$ cat src/rtl/dmem_access_ctrl.sv
// dmem_access_ctrl: two-port round-robin sequencer turning sized RISC-V loads/stores into 64-bit memory cycles
module dmem_access_ctrl #(
  parameter int MEM_BYTES   = 1024,
  parameter int ALIGN_CHECK = 1
) (
  input  logic        clk,
  input  logic        rst_n,
  input  logic        p0_req,
  input  logic        p0_we,
  input  logic [1:0]  p0_size,
  input  logic        p0_unsigned,
  input  logic [63:0] p0_addr,
  input  logic [63:0] p0_wdata,
  output logic        p0_gnt,
  output logic        p0_done,
  output logic        p0_err,
  output logic [63:0] p0_rdata,
  input  logic        p1_req,
  input  logic        p1_we,
  input  logic [1:0]  p1_size,
  input  logic        p1_unsigned,
  input  logic [63:0] p1_addr,
  input  logic [63:0] p1_wdata,
  output logic        p1_gnt,
  output logic        p1_done,
  output logic        p1_err,
  output logic [63:0] p1_rdata,
  output logic [63:0] mem_address,
  output logic [63:0] mem_write_data,
  output logic        mem_read,
  output logic        mem_write,
  input  logic [63:0] mem_read_data
);
  typedef enum logic [2:0] {IDLE, LOAD, RMW_RD, STORE, DONE} state_t;
  state_t state_q, state_d;
  logic last_q, last_d, port_q, port_d, uns_q, uns_d, err_q, err_d;
  logic [1:0] size_q, size_d;
  logic [63:0] addr_q, addr_d, buf_q, buf_d, rdata0_q, rdata0_d, rdata1_q, rdata1_d;
  logic g0, g1, s_we, s_uns, s_err;
  logic [1:0] s_size;
  logic [63:0] s_addr, s_wdata, ld_val, merged;
  assign g0 = rst_n && state_q == IDLE && p0_req && (!p1_req || last_q);
  assign g1 = rst_n && state_q == IDLE && p1_req && (!p0_req || !last_q);
  assign s_we = g1 ? p1_we : p0_we;
  assign s_size = g1 ? p1_size : p0_size;
  assign s_uns = g1 ? p1_unsigned : p0_unsigned;
  assign s_addr = g1 ? p1_addr : p0_addr;
  assign s_wdata = g1 ? p1_wdata : p0_wdata;
  assign s_err = ({1'b0, s_addr} > 65'(MEM_BYTES - 8)) ||
                 (ALIGN_CHECK != 0 && (s_addr[2:0] & ((3'd1 << s_size) - 3'd1)) != 3'd0);
  assign ld_val = size_q == 2'd0 ? {{56{!uns_q && mem_read_data[7]}}, mem_read_data[7:0]} :
                  size_q == 2'd1 ? {{48{!uns_q && mem_read_data[15]}}, mem_read_data[15:0]} :
                  size_q == 2'd2 ? {{32{!uns_q && mem_read_data[31]}}, mem_read_data[31:0]} :
                  mem_read_data;
  assign merged = size_q == 2'd0 ? {mem_read_data[63:8], buf_q[7:0]} :
                  size_q == 2'd1 ? {mem_read_data[63:16], buf_q[15:0]} :
                  size_q == 2'd2 ? {mem_read_data[63:32], buf_q[31:0]} :
                  buf_q;
  always_comb begin
    state_d = state_q;
    last_d = last_q;
    port_d = port_q;
    uns_d = uns_q;
    err_d = err_q;
    size_d = size_q;
    addr_d = addr_q;
    buf_d = buf_q;
    rdata0_d = rdata0_q;
    rdata1_d = rdata1_q;
    if (g0 || g1) begin
      state_d = s_err ? DONE : !s_we ? LOAD : s_size == 2'd3 ? STORE : RMW_RD;
      last_d = g1;
      port_d = g1;
      uns_d = s_uns;
      err_d = s_err;
      size_d = s_size;
      addr_d = s_addr;
      buf_d = s_wdata;
    end else begin
      state_d = (state_q == LOAD || state_q == STORE) ? DONE :
                state_q == RMW_RD ? STORE :
                state_q == DONE ? IDLE : state_q;
    end
    if (state_q == RMW_RD) buf_d = merged;
    if (state_q == LOAD && !port_q) rdata0_d = ld_val;
    if (state_q == LOAD && port_q) rdata1_d = ld_val;
  end
  always_ff @(posedge clk or negedge rst_n) begin
    if (!rst_n) begin
      state_q <= IDLE;
      last_q <= 1'b1;
      port_q <= 1'b0;
      uns_q <= 1'b0;
      err_q <= 1'b0;
      size_q <= 2'd0;
      addr_q <= '0;
      buf_q <= '0;
      rdata0_q <= '0;
      rdata1_q <= '0;
    end else begin
      state_q <= state_d;
      last_q <= last_d;
      port_q <= port_d;
      uns_q <= uns_d;
      err_q <= err_d;
      size_q <= size_d;
      addr_q <= addr_d;
      buf_q <= buf_d;
      rdata0_q <= rdata0_d;
      rdata1_q <= rdata1_d;
    end
  end
  assign p0_gnt = g0;
  assign p1_gnt = g1;
  assign p0_done = state_q == DONE && !port_q;
  assign p1_done = state_q == DONE && port_q;
  assign p0_err = p0_done && err_q;
  assign p1_err = p1_done && err_q;
  assign p0_rdata = rdata0_q;
  assign p1_rdata = rdata1_q;
  assign mem_read = state_q == LOAD || state_q == RMW_RD;
  assign mem_write = state_q == STORE;
  assign mem_address = (mem_read || mem_write) ? addr_q : '0;
  assign mem_write_data = mem_write ? buf_q : '0;
endmodule

$ cat config.mk
export PLATFORM = sky130hd
export DESIGN_NAME = dmem_access_ctrl
export DESIGN_NICKNAME = d
export VERILOG_FILES = /design/src/rtl/dmem_access_ctrl.sv
export SDC_FILE = /design/constraint.sdc
export NUM_CORES = 1
export LEC_CHECK = 0
export BUFFER_PORTS_ARGS = -buffer_cell sky130_fd_sc_hd__buf_4
export CAP_MARGIN = 20
export CORE_AREA = 2 2 229 231
export CTS_CLUSTER_SIZE = 28
export DETAILED_ROUTE_END_ITERATION = 16
export DIE_AREA = 0 0 231 233
export SLEW_MARGIN = 20
export SYNTH_ARGS = -nofsm -noshare
export SYNTH_HDL_FRONTEND = slang
export SYNTH_SLANG_ARGS = --single-unit
$ cat constraint.sdc
create_clock -name clk -period 2.1 [get_ports clk]
set_clock_uncertainty 0.05 [all_clocks]
set_input_delay 0.315 -clock clk [delete_from_list [all_inputs] [get_ports clk]]
set_output_delay 0.315 -clock clk [all_outputs]
set_load 0.02 [all_outputs]
Word-level counts from Yosys, hierarchy flattened
Index checks and enable logic that the tools add are counted.
{"block": "totals", "register_bits": 265, "latch_bits": 0, "mem_bits_rw": 0, "rom_bits": 0, "output_inout_bits": 264, "mem_count": 0}
{"block": "classes", "add_sub_neg": 1, "multipliers": 0, "div_mod_pow": 0, "n_lt_le_gt_ge": 1, "n_eq_ne": 10, "n_shift": 1, "n_mux": 22, "n_bitwise": 2, "n_reduce_logical": 35}
{"op": "64-bit two-way mux", "n": 12}
{"op": "64-bit by 10-bit greater-than comparator with 1-bit output, second input constant", "n": 1}
{"op": "3-bit two-way mux", "n": 5}
{"op": "1-bit logical AND", "n": 14}
{"op": "2-bit AND reduction", "n": 4}
{"op": "1-bit logical OR", "n": 7}
{"op": "3-bit by 2-bit == test with 1-bit output, second input constant", "n": 2}
{"op": "1-bit zero test", "n": 5}
{"op": "2-bit == test, second input constant", "n": 2}
{"op": "2-bit two-way mux", "n": 2}
{"op": "4-bit inequality test, second input constant", "n": 1}
{"op": "4-bit nonzero test", "n": 1}
{"op": "3-bit AND", "n": 1}
{"op": "3-bit by 1-bit == test with 1-bit output, second input constant", "n": 1}
{"op": "3-bit == test, second input constant", "n": 1}
{"op": "3-bit zero test", "n": 1}
{"op": "1-bit two-way mux", "n": 3}
{"op": "3-bit inequality test, second input constant", "n": 1}
{"op": "3-bit nonzero test", "n": 1}
{"op": "1-bit by 2-bit left shift with 3-bit output, first input constant", "n": 1}
{"op": "3-bit by 1-bit subtractor with 3-bit output, second input constant", "n": 1}
{"op": "2-bit by 1-bit == test with 1-bit output, second input constant", "n": 1}
{"op": "2-bit zero test", "n": 1}
{"op": "2-bit inequality test, second input constant", "n": 1}
{"op": "other kinds (2)", "n": 2}

Longest topological paths before layout
Gate-level depths: netlist of run 1.
{"block": "logic_depth", "ltp_word": 12, "mapped_depth": 9}

Worst setup path after synthesis of run 1
OpenSTA, ideal clock, no wires.
{"block": "synth_timing", "path_type": "flip-flop to flip-flop", "startpoint": "register state_q[1]", "endpoint": "register state_q[1]", "arrival_time_ps": 2059, "slack_ps": -129, "path_stages_with_launch": 7, "n_path_buf": 1, "path_cell_list": "dfrtp_1 -> buf_6 -> or4b_4 -> or4_4 -> o2111ai_2 -> a32oi_2 -> a41o_1"}
{"block": "synth_between", "elab_chain_cells": 12, "elab_cells_between_ends": 27}
{"element": "start, declared", "line": "35", "source": "state_t state_q, state_d;"}
{"element": "start signal, assigned", "line": "101", "source": "state_q <= state_d;"}
{"element": "branches (longest 12 deep; another with 64-bit by 10-bit greater-than comparator with 1-bit output)"}
Several ways; the timed one is not identified.
A chain may end at the register's enable or synchronous reset.

Final worst setup path of run 1
{"block": "layout_timing", "startpoint": "register state_q[2]", "endpoint": "output p0_gnt"}
{"block": "layout_between", "elab_chain_cells": 4}
{"element": "3-bit zero test", "line": "42", "source": "assign g0 = rst_n && state_q == IDLE && p0_req && (!p1_req || last_q);"}
{"element": "1-bit logical AND (3 in series)", "line": "42"}
{"element": "end, declared", "line": "14", "source": "output logic p0_gnt,"}
Every way passes these cells.

==> impl_metrics.py, run 1 <==
metrics = {
    "sta": {
        "slew_headroom_pct": 37.8,
        "post-route-period-util_pct": 117,
        "max_freq_mhz": 406,
        "final-setup-viol-count": 315,
        "rsz0062_at_grt": "yes",
        "tns_ns": -59.55,
        "hold_ws_ns": -0.0487,
        "fin_ws_ns": -0.365,
        "fin_crit_ns": 2.47,
        "worst_pin_slew_ns": 0.933,
        "finalHoldViolations": 18,
        "slew_viol_final": 0,
    },
    "pwr": {
        "ir_worst_vdd_mv": 0.416,
        "p_leak_nw": 10.9,
        "clkPwrFrac_pct": 40.7,
        "seq_power_share_pct": 39.4,
        "p_int_mw": 10.8,
        "p_sw_share_pct": 27.6,
        "power_frac_comb_pct": 19.9,
        "p_sw_mw": 4.13,
        "powerDensity_nw_per_um2": 628,
    },
    "setup_path": {
        "criticalPathCategory": "register to primary output",
        "crit_buf_inv": 2,
        "cp.required_ns": 1.74,
        "path_cells": "or4b_4 -> or3_4 -> inv_2 -> buf_6",
        "end_kind": "primary output",
        "critPathTopFamily": "simple AND/OR/NAND/NOR gates",
        "critPathMaxStageDelay_ns": 0.56,
        "path_max_fanout": 3,
        "cp_slowest_cell": "or4b_4",
        "arrival_ns": 2.10,
        "cp-start-kind": "register",
    },
    "cts": {
        "clkLatencyLatePin_ns": 0.54,
        "cts_buffers": 34,
        "cts_tree": "done",
        "cts_sinks": 265,
        "clk_pin_slew_ns": 0.06,
        "root_buffer": "clkbuf_16",
        "htree_num_levels": 2,
        "clockBufferDepth": 3,
    },
    "grt": {
        "grt_util_met3_pct": 6.20,
        "overflow": 0,
        "grt_use_met1_pct": 24.7,
        "grt_pass1_vias": 14800,
        "grt_pass1_wl_mm": 91.4,
        "antenna_found_initial": 12,
        "grt_max_degree": 149,
        "grt.total_usage_pct": 22.5,
        "grt.busiest_layer": "met2",
        "grtUsageMet2_pct": 39.8,
    },
    "synth": {
        "ys_seq_elements": 265,
        "synthTopCellsByArea": "dfrtp_1 51%, nand2_1 7.9%, nor2_1 7.1%",
        "synthCells": 1485,
        "synth_ff_type": "dfrtp_1",
        "yosysTopAreaCell": "dfrtp_1",
        "avgSynthCellArea_sq_um": 8.69,
        "synthesis.area_sq_um": 12900,
        "synth_seq_area_share_pct": 51.4,
        "synthArstFlopShare_pct": 100,
        "synth_cell_types": 49,
        "yosysTopAreaCellShare_pct": 51.2,
        "syn-num-nets": 1817,
        "ys_warn_count": 0,
        "synth_edf_count": 0,
    },
    "routing": {
        "vias_per_cell": 4.97,
        "route.vias.total": 15100,
        "ant_nets": 0,
        "firstDrtPassIters": 5,
        "route.detailed.drc": 0,
        "drt_iter0_drc": 926,
        "wl_per_cell_um": 22.4,
        "totalWireLength_mm": 68.3,
    },
    "floorplan": {
        "core_area_sq_um": 51100,
        "io_pins": 596,
        "die_h_um": 233,
        "die_area_sq_um": 53800,
        "initial_utilization_pct": 25.2,
        "dieWidth_um": 231,
        "rows": 83,
    },
    "placement": {
        "portBuffers": 595,
        "dp_hpwl_mm": 45.9,
        "dpl.cell_count": 2733,
        "gp_congestion": 0.931,
    },
    "final_layout": {
        "final_nets": 2662,
        "layout_commonest_cell": "buf_4",
        "area_growth_pct": 84.7,
        "drive_above_1_share_pct": 42.5,
        "mostFrequentLayoutCells": "601 x buf_4, 264 x dfrtp_1, 255 x nand2_1, 239 x nor2_1, 169 x a21oi_1",
        "nFillCells": 4871,
        "instances_no_fill": 3043,
    },
    "min_path": {
        "min_path_type": "input port to asynchronous set/reset pin",
    },
    "status": {
        "violations": "hold timing, setup timing",
        "status": "finished with violations",
    },
    "run": {
        "cap_violations": 0,
    },
}
==> state kept, by name, indices dropped and copies added (netlist names) <==
signal,count
state_q,3
size_q,2
p1_rdata,64
port_q,1
uns_q,1
err_q,1
buf_q,64
last_q,1
addr_q,64
p0_rdata,64
==> cell usage after synthesis (all sizes together) (2+ instances only) <==
cell type,instances
nand2,270
dfrtp,264
nor2,245
a21oi,169
and2,131
a31oi,99
clkbuf,91
a21o,35
mux2,33
a311oi,32
nor4,28
buf,27
o22ai,10
nand4,9
inv,3
nand3,3
or2,3
or3,3
a211oi,2
a21boi,2
a32oi,2
mux2i,2
nor4b,2
o2111ai,2
o21ai,2
==> power by group through the flow <==
stage	combinational, mW	sequential (mW)	clock [mW]
finish	2.98	5.89	6.08
detailed placement	2.29	5.94	0
floorplan	1.08	5.84	0
CTS	2.60	5.88	6.22
global placement	2.25	5.93	0
global route	3.21	5.94	6.43
==> final cells by class <==
class / instances / area (sq um) / area share [%]
Timing Repair Buffer: 927 / 8800 / 36.9
Sequential cell: 265 / 6630 / 27.8
Multi-Input combinational cell: 1099 / 6350 / 26.6
Clock buffer: 45 / 953 / 4.00
Tap cell: 680 / 851 / 3.57
Clock inverter: 15 / 189 / 0.793
Inverter: 3 / 23.8 / 0.0998
Antenna cell: 9 / 22.5 / 0.0945
==> repair_timing <==
action	in CTS	in global routing
buffers inserted	11	38
hold endpoints to repair	149	0
gates cloned	8	28
hold buffers	157	0
setup endpoints to repair	258	316
gates resized for setup	166	116
pin swaps	62	13
==> worst paths after layout <==
kind | from | endpoint | slack [ns] | cells after the start
max in group asynchronous | rst_n | addr_q[22]$_DFFE_PN0P_ | 0.86 | 3
min reg2reg | buf_q[42]$_DFFE_PN0P_ | buf_q[42]$_DFFE_PN0P_ | 0.42 | 1
max reg2reg | state_q[2]$_DFFE_PN0P_ | buf_q[40]$_DFFE_PN0P_ | -0.27 | 8
min in group clk | p0_addr[55] | addr_q[55]$_DFFE_PN0P_ | 0.03 | 3
min | rst_n | p1_rdata[58]$_DFFE_PN0P_ | -0.05 | 3
max | state_q[2]$_DFFE_PN0P_ | p0_gnt | -0.37 | 4
==> per-layer routing <==
metal / wire [um] / vias to the layer above / part of all wire (%)
li1: - / 6809 / -
met1: 24700 / 7366 / 36
met2: 35000 / 790 / 51
met3: 5670 / 145 / 8.3
met4: 2890 / 2 / 4.2
met5: 18 / - / 0.026
==> worst min-delay path, cell delays in order <==
cell,delay (ns)
buf_8,0.10
buf_4,0.13
buf_12,0.50
==> per-stage QoR <==
| step | instance area (sq um) | setup slack (ns) | power, mW | util (%) | hold WS [ns] |
|---|---|---|---|---|---|
| floorplan | 12900 | -0.121 | 6.92 | - | -0.0306 |
| global route | 23800 | -0.411 | 15.6 | 46.6 | 0.0160 |
| global placement | 18800 | -0.208 | 8.18 | 36.7 | 0.202 |
| finish | 23800 | -0.365 | 14.9 | 46.6 | -0.0487 |
| detailed placement | 18800 | -0.262 | 8.23 | 36.7 | 0.201 |
| CTS | 22300 | -0.383 | 14.7 | 43.7 | 0.00000144 |
==> cell families (layout without fill, tap and decap cells) <==
family	after synthesis	count (layout)	synth area share, %
AND/OR/NAND/NOR	703	703	24.4
buffers and inverters	121	990	3.79
XOR/XNOR	1	1	0.0679
AO/OA/AOI/OAI	360	360	17.3
other	0	9	0
flip-flops	265	265	51.4
multiplexers	35	35	3.04
No activity file was read; power rests on OpenSTA's default activity.
==> inputs of run 2 (changes only) <==
- CELL_PAD_IN_SITES_DETAIL_PLACEMENT: default -> 1
- CELL_PAD_IN_SITES_GLOBAL_PLACEMENT: default -> 2
- CORE_AREA: 2 2 229 231 -> default
- CORE_ASPECT_RATIO: default -> 0.6
- CORE_MARGIN: default -> 2
- CORE_UTILIZATION: default -> 24
- DIE_AREA: 0 0 231 233 -> default
- PLACE_DENSITY_LB_ADDON: default -> 0.1
- SLEW_MARGIN: 20 -> 25
==> impl_metrics.py, run 2 (synthesis gave the netlist of run 1 again) <==
metrics = {
    "status": {
        "status": "finished with violations",
        "violations": "hold timing, setup timing",
    },
    "final_layout": {
        "instances_no_fill": 3088,
        "final_nets": 2692,
        "area_growth_pct": 92.1,
        "drive_above_1_share_pct": 44.6,
        "mostFrequentLayoutCells": "525 x buf_4, 264 x dfrtp_1, 244 x nand2_1, 236 x nor2_1, 186 x dlygate4sd3_1",
        "utilization_pct": 46.9,
        "layout_commonest_cell": "buf_4",
    },
    "grt": {
        "grt.busiest_layer": "met2",
        "overflow": 0,
        "antenna_found_initial": 5,
        "grt.total_usage_pct": 24.8,
        "grt_max_degree": 161,
        "grt_pass1_vias": 15700,
        "grt_use_met1_pct": 33.0,
        "grtUsageMet2_pct": 39.4,
        "grt_pass1_wl_mm": 103,
        "grt_util_met3_pct": 6.00,
    },
    "floorplan": {
        "core_area_sq_um": 52900,
        "rows": 65,
        "die_h_um": 184,
        "dieWidth_um": 303,
        "io_pins": 596,
        "initial_utilization_pct": 24.4,
        "die_area_sq_um": 55700,
    },
    "sta": {
        "worst_pin_slew_ns": 0.963,
        "hold_ws_ns": -0.0442,
        "rsz0062_at_grt": "yes",
        "finalHoldViolations": 19,
        "fin_crit_ns": 2.48,
        "fin_ws_ns": -0.383,
        "slew_viol_final": 0,
        "post-route-period-util_pct": 118,
        "max_freq_mhz": 403,
        "slew_headroom_pct": 35.8,
        "final-setup-viol-count": 267,
    },
    "cts": {
        "cts_tree": "done",
        "clk_pin_slew_ns": 0.07,
        "clkLatencyLatePin_ns": 0.59,
        "cts_sinks": 265,
        "cts_buffers": 30,
        "clockBufferDepth": 3,
        "htree_num_levels": 1,
        "root_buffer": "clkbuf_16",
    },
    "routing": {
        "firstDrtPassIters": 5,
        "route.detailed.drc": 0,
        "wl_per_cell_um": 25.6,
        "vias_per_cell": 4.97,
        "drt_iter0_drc": 869,
        "ant_nets": 0,
        "totalWireLength_mm": 78.9,
        "route.vias.total": 15300,
    },
    "placement": {
        "dp_slack_ns": -0.0671,
        "gp_congestion": 0.926,
        "dp_hpwl_mm": 50.7,
        "portBuffers": 595,
        "dpl.cell_count": 2745,
    },
    "setup_path": {
        "end_kind": "primary output",
        "path_cells": "or4b_4 -> or3_4 -> inv_2 -> buf_6",
        "critPathTopFamily": "simple AND/OR/NAND/NOR gates",
        "cp.required_ns": 1.74,
        "crit_buf_inv": 2,
        "path_max_fanout": 3,
        "cp_slowest_cell": "or4b_4",
        "arrival_ns": 2.12,
        "criticalPathCategory": "register to primary output",
        "cp-start-kind": "register",
        "critPathMaxStageDelay_ns": 0.57,
    },
    "pwr": {
        "p_leak_nw": 11.3,
        "ir_worst_vdd_mv": 0.815,
        "powerDensity_nw_per_um2": 603,
        "power.total_mw": 14.9,
    },
    "min_path": {
        "min_path_type": "input port to asynchronous set/reset pin",
    },
    "run": {
        "cap_violations": 0,
    },
}
run 2: worst paths after layout:
check	end	startpoint	slack, ns	depth (start not counted)
worst max-delay path	p0_gnt	state_q[1]$_DFFE_PN0P_	-0.38	4
max in group asynchronous	p0_rdata[35]$_DFFE_PN0P_	rst_n	0.96	4
worst min register to register	buf_q[63]$_DFFE_PN0P_	buf_q[63]$_DFFE_PN0P_	0.43	1
min in group clk	p1_rdata[11]$_DFFE_PN0P_	mem_read_data[11]	0.02	3
worst max register to register	buf_q[38]$_DFFE_PN0P_	state_q[1]$_DFFE_PN0P_	-0.36	11
worst min-delay path	uns_q$_DFFE_PN0P_	rst_n	-0.04	3
run 2: layout make-up:
cell class              count  area (sq um)
clock buffers              44           895
flip-flops and latches    265          6630
diodes                      2          5.00
fillers                  5918         28100
repair buffers            961          9570
well taps                 703           880
inverters                   3          18.8
clock inverters            11           158
multi-input cells        1099          6630
run 2: worst reg2reg max path, delay by kind of cell, from the launching register on:
kind                   cells  cell delay, ns
and+or+nand+nor            2            0.63
buffers and inverters      6            0.90
AOI/OAI and AO/OA          3            0.36
DFF                        1            0.39
run 2: timing repair:
action                     4_1_cts  5_1_grt
hold endpoints to repair       216        0
buffers inserted                25       34
resized for setup              248      173
setup endpoints to repair      203      342
pin swaps                       72       58
gates cloned                     7       39
hold buffers                   186        0
run 2: routing by layer:
layer	share of wire [%]	wire, um
met5	0.029	23
met1	44	34800
met3	6.3	4950
met4	3.5	2760
met2	46	36400
run 2: metrics by stage:
stage                     setup TNS (ns)  area [sq um]
after floorplan                   -0.590         12900
after global placement            -0.370         18800
after detailed placement           -1.56         18800
after CTS                         -57.10         22900
after global routing              -75.46         24800
final                             -59.64         24800
run 2: power by group:
group          leakage, nW  internal (mW)  switching [mW]
logic                 7.96           1.64            1.61
registers             2.78           5.59           0.301
clock network        0.520           3.42            2.38
total                 11.3           10.7            4.29
==> inputs of run 3 (changes only) <==
==> constraint.sdc (replaced) <==
create_clock -name clk -period 2.1 [get_ports clk]
set_clock_uncertainty 0.05 [all_clocks]
set_input_delay 0.42 -clock clk [delete_from_list [all_inputs] [get_ports clk]]
set_output_delay 0.42 -clock clk [all_outputs]
set_load 0.02 [all_outputs]
==> impl_metrics.py, run 3 (synthesis gave the netlist of run 1 again) <==
metrics = {
    "status": {
        "status": "finished with violations",
        "violations": "setup timing",
    },
    "grt": {
        "grt_max_degree": 88,
        "grt_pass1_vias": 14600,
        "grt_use_met1_pct": 32.8,
        "grt.total_usage_pct": 23.9,
        "grt.busiest_layer": "met2",
        "grt_pass1_wl_mm": 98.7,
        "grtUsageMet2_pct": 37.5,
        "overflow": 0,
        "antenna_found_initial": 11,
        "grt_util_met3_pct": 5.51,
    },
    "routing": {
        "firstDrtPassIters": 7,
        "route.vias.total": 14200,
        "route.detailed.drc": 0,
        "totalWireLength_mm": 75.0,
        "ant_nets": 0,
        "wl_per_cell_um": 25.8,
        "vias_per_cell": 4.90,
        "drt_iter0_drc": 844,
    },
    "sta": {
        "slew_headroom_pct": 39.3,
        "slew_viol_final": 0,
        "final-setup-viol-count": 317,
        "fin_crit_ns": 2.57,
        "max_freq_mhz": 389,
        "fin_ws_ns": -0.474,
        "post-route-period-util_pct": 123,
        "rsz0062_at_grt": "yes",
        "finalHoldViolations": 0,
        "worst_pin_slew_ns": 0.911,
    },
    "setup_path": {
        "rr_endpoint": "state_q[2]$_DFFE_PN0P_",
        "path_max_fanout": 46,
        "cp-start-kind": "register",
        "path_cells": "buf_6 -> and3b_2 -> buf_12 -> and2_1 -> buf_4",
        "arrival_ns": 2.10,
        "cp_slowest_cell": "dfrtp_1",
        "criticalPathCategory": "register to primary output",
        "worstRegToRegCells": 9,
        "end_kind": "primary output",
        "critPathMaxStageDelay_ns": 0.43,
        "r2r_start": "state_q[2]$_DFFE_PN0P_",
        "r2r_slack_ns": -0.41,
        "cp.required_ns": 1.63,
    },
    "pwr": {
        "ir_worst_vdd_mv": 0.682,
        "p_leak_nw": 10.2,
        "power.total_mw": 14.5,
        "powerDensity_nw_per_um2": 651,
    },
    "min_path": {
        "min_to": "p1_rdata[5]$_DFFE_PN0P_",
        "hold_depth": 2,
        "hold_start": "mem_read_data[5]",
        "min_path_type": "input port to register",
    },
    "final_layout": {
        "nFillCells": 6002,
        "drive_above_1_share_pct": 45.9,
        "final_area_sq_um": 22300,
        "layout_commonest_cell": "buf_4",
        "area_growth_pct": 72.8,
        "utilization_pct": 42.2,
        "final_nets": 2499,
        "mostFrequentLayoutCells": "586 x buf_4, 264 x dfrtp_1, 246 x nand2_1, 240 x nor2_1, 169 x a21oi_1",
    },
    "floorplan": {
        "initial_utilization_pct": 24.4,
        "die_area_sq_um": 55700,
        "die_h_um": 184,
        "io_pins": 596,
        "rows": 65,
        "dieWidth_um": 303,
        "core_area_sq_um": 52900,
    },
    "placement": {
        "dp_hpwl_mm": 51.3,
        "gp_congestion": 0.913,
        "placed_cell_area_sq_um": 18800,
        "portBuffers": 595,
    },
    "cts": {
        "clockBufferDepth": 3,
        "cts_buffers": 30,
        "cts_tree": "done",
        "clk_pin_slew_ns": 0.07,
        "htree_num_levels": 1,
        "root_buffer": "clkbuf_16",
        "clkLatencyLatePin_ns": 0.58,
        "cts_sinks": 265,
    },
    "run": {
        "cap_violations": 0,
    },
}
run 3: cell types whose count changed in the layout (fill, tap and decap cells not counted), moves of 14 or more:
cell / before / now
and2_1: 29 / 54
and2_4: 102 / 77
buf_4: 525 / 586
buf_6: 164 / 98
dlygate4sd3_1: 186 / 4
nand2_2: 7 / 21
nand2_4: 19 / 3
run 3: cell type report:
type	count	area [sq um]	area share, %
clock inverters	9	126	0.567
clock buffers	47	916	4.11
multi-input cells	1099	6380	28.7
repair buffers	768	7300	32.7
diodes	10	25.0	0.112
inverters	3	23.8	0.107
flip-flops and latches	265	6630	29.8
well taps	703	880	3.95
run 3: metal layers:
metal  up-vias  share of wire (%)
met5         -              0.021
met4         2                2.9
met3       104                6.0
met2       418                 46
met1      7225                 45
li1       6473                  -
run 3: per-stage QoR:
| step | hold slack (ns) | cells | worst slack, ns | setup TNS (ns) |
|---|---|---|---|---|
| after detailed placement | 0.401 | 2753 | -0.144 | -3.25 |
| after CTS | 0.00176 | 2830 | -0.490 | -74.27 |
| after global routing | 0.0180 | 2902 | -0.551 | -105.14 |
| after global placement | 0.402 | 2753 | -0.108 | -0.756 |
| final | 0.0436 | 2904 | -0.474 | -74.54 |
| after floorplan | 0.0744 | 1485 | -0.121 | -0.688 |
run 3: timing repair:
action,4_1_cts,5_1_grt
endpoints found under the setup margin,160,452
cloned,6,32
pin swaps,22,35
hold buffers,5,0
setup buffers,10,32
resized for setup,162,153
hold endpoints to repair,61,0
run 3: where the power goes:
part | internal (mW) | switching (mW) | total (mW)
Combinational | 1.38 | 1.48 | 2.87
Clock | 3.35 | 2.40 | 5.76
Sequential | 5.58 | 0.291 | 5.88
run 3: critical path: cells and delay by family (launching register included):
family,cells,cell delay (ns)
buf+inv,3,0.56
simple gates,2,0.50
flops,1,0.43
run 3: worst max path at each step:
stage                           start                      to  slack (ns)  depth (start not counted)
2_1_floorplan  state_q[1]$_DFFE_PN0P_  state_q[1]$_DFFE_PN0P_       -0.12                          6
3_3_place_gp              p1_addr[18]  state_q[2]$_DFFE_PN0P_       -0.11                          7
5_1_grt        state_q[2]$_DFFE_PN0P_                  p1_gnt       -0.55                          7
3_5_place_dp                    rst_n  state_q[1]$_DFFE_PN0P_       -0.14                          6
4_1_cts        state_q[1]$_DFFE_PN0P_          mem_address[1]       -0.49                          9
6_report       state_q[2]$_DFFE_PN0P_      mem_write_data[27]       -0.47                          5
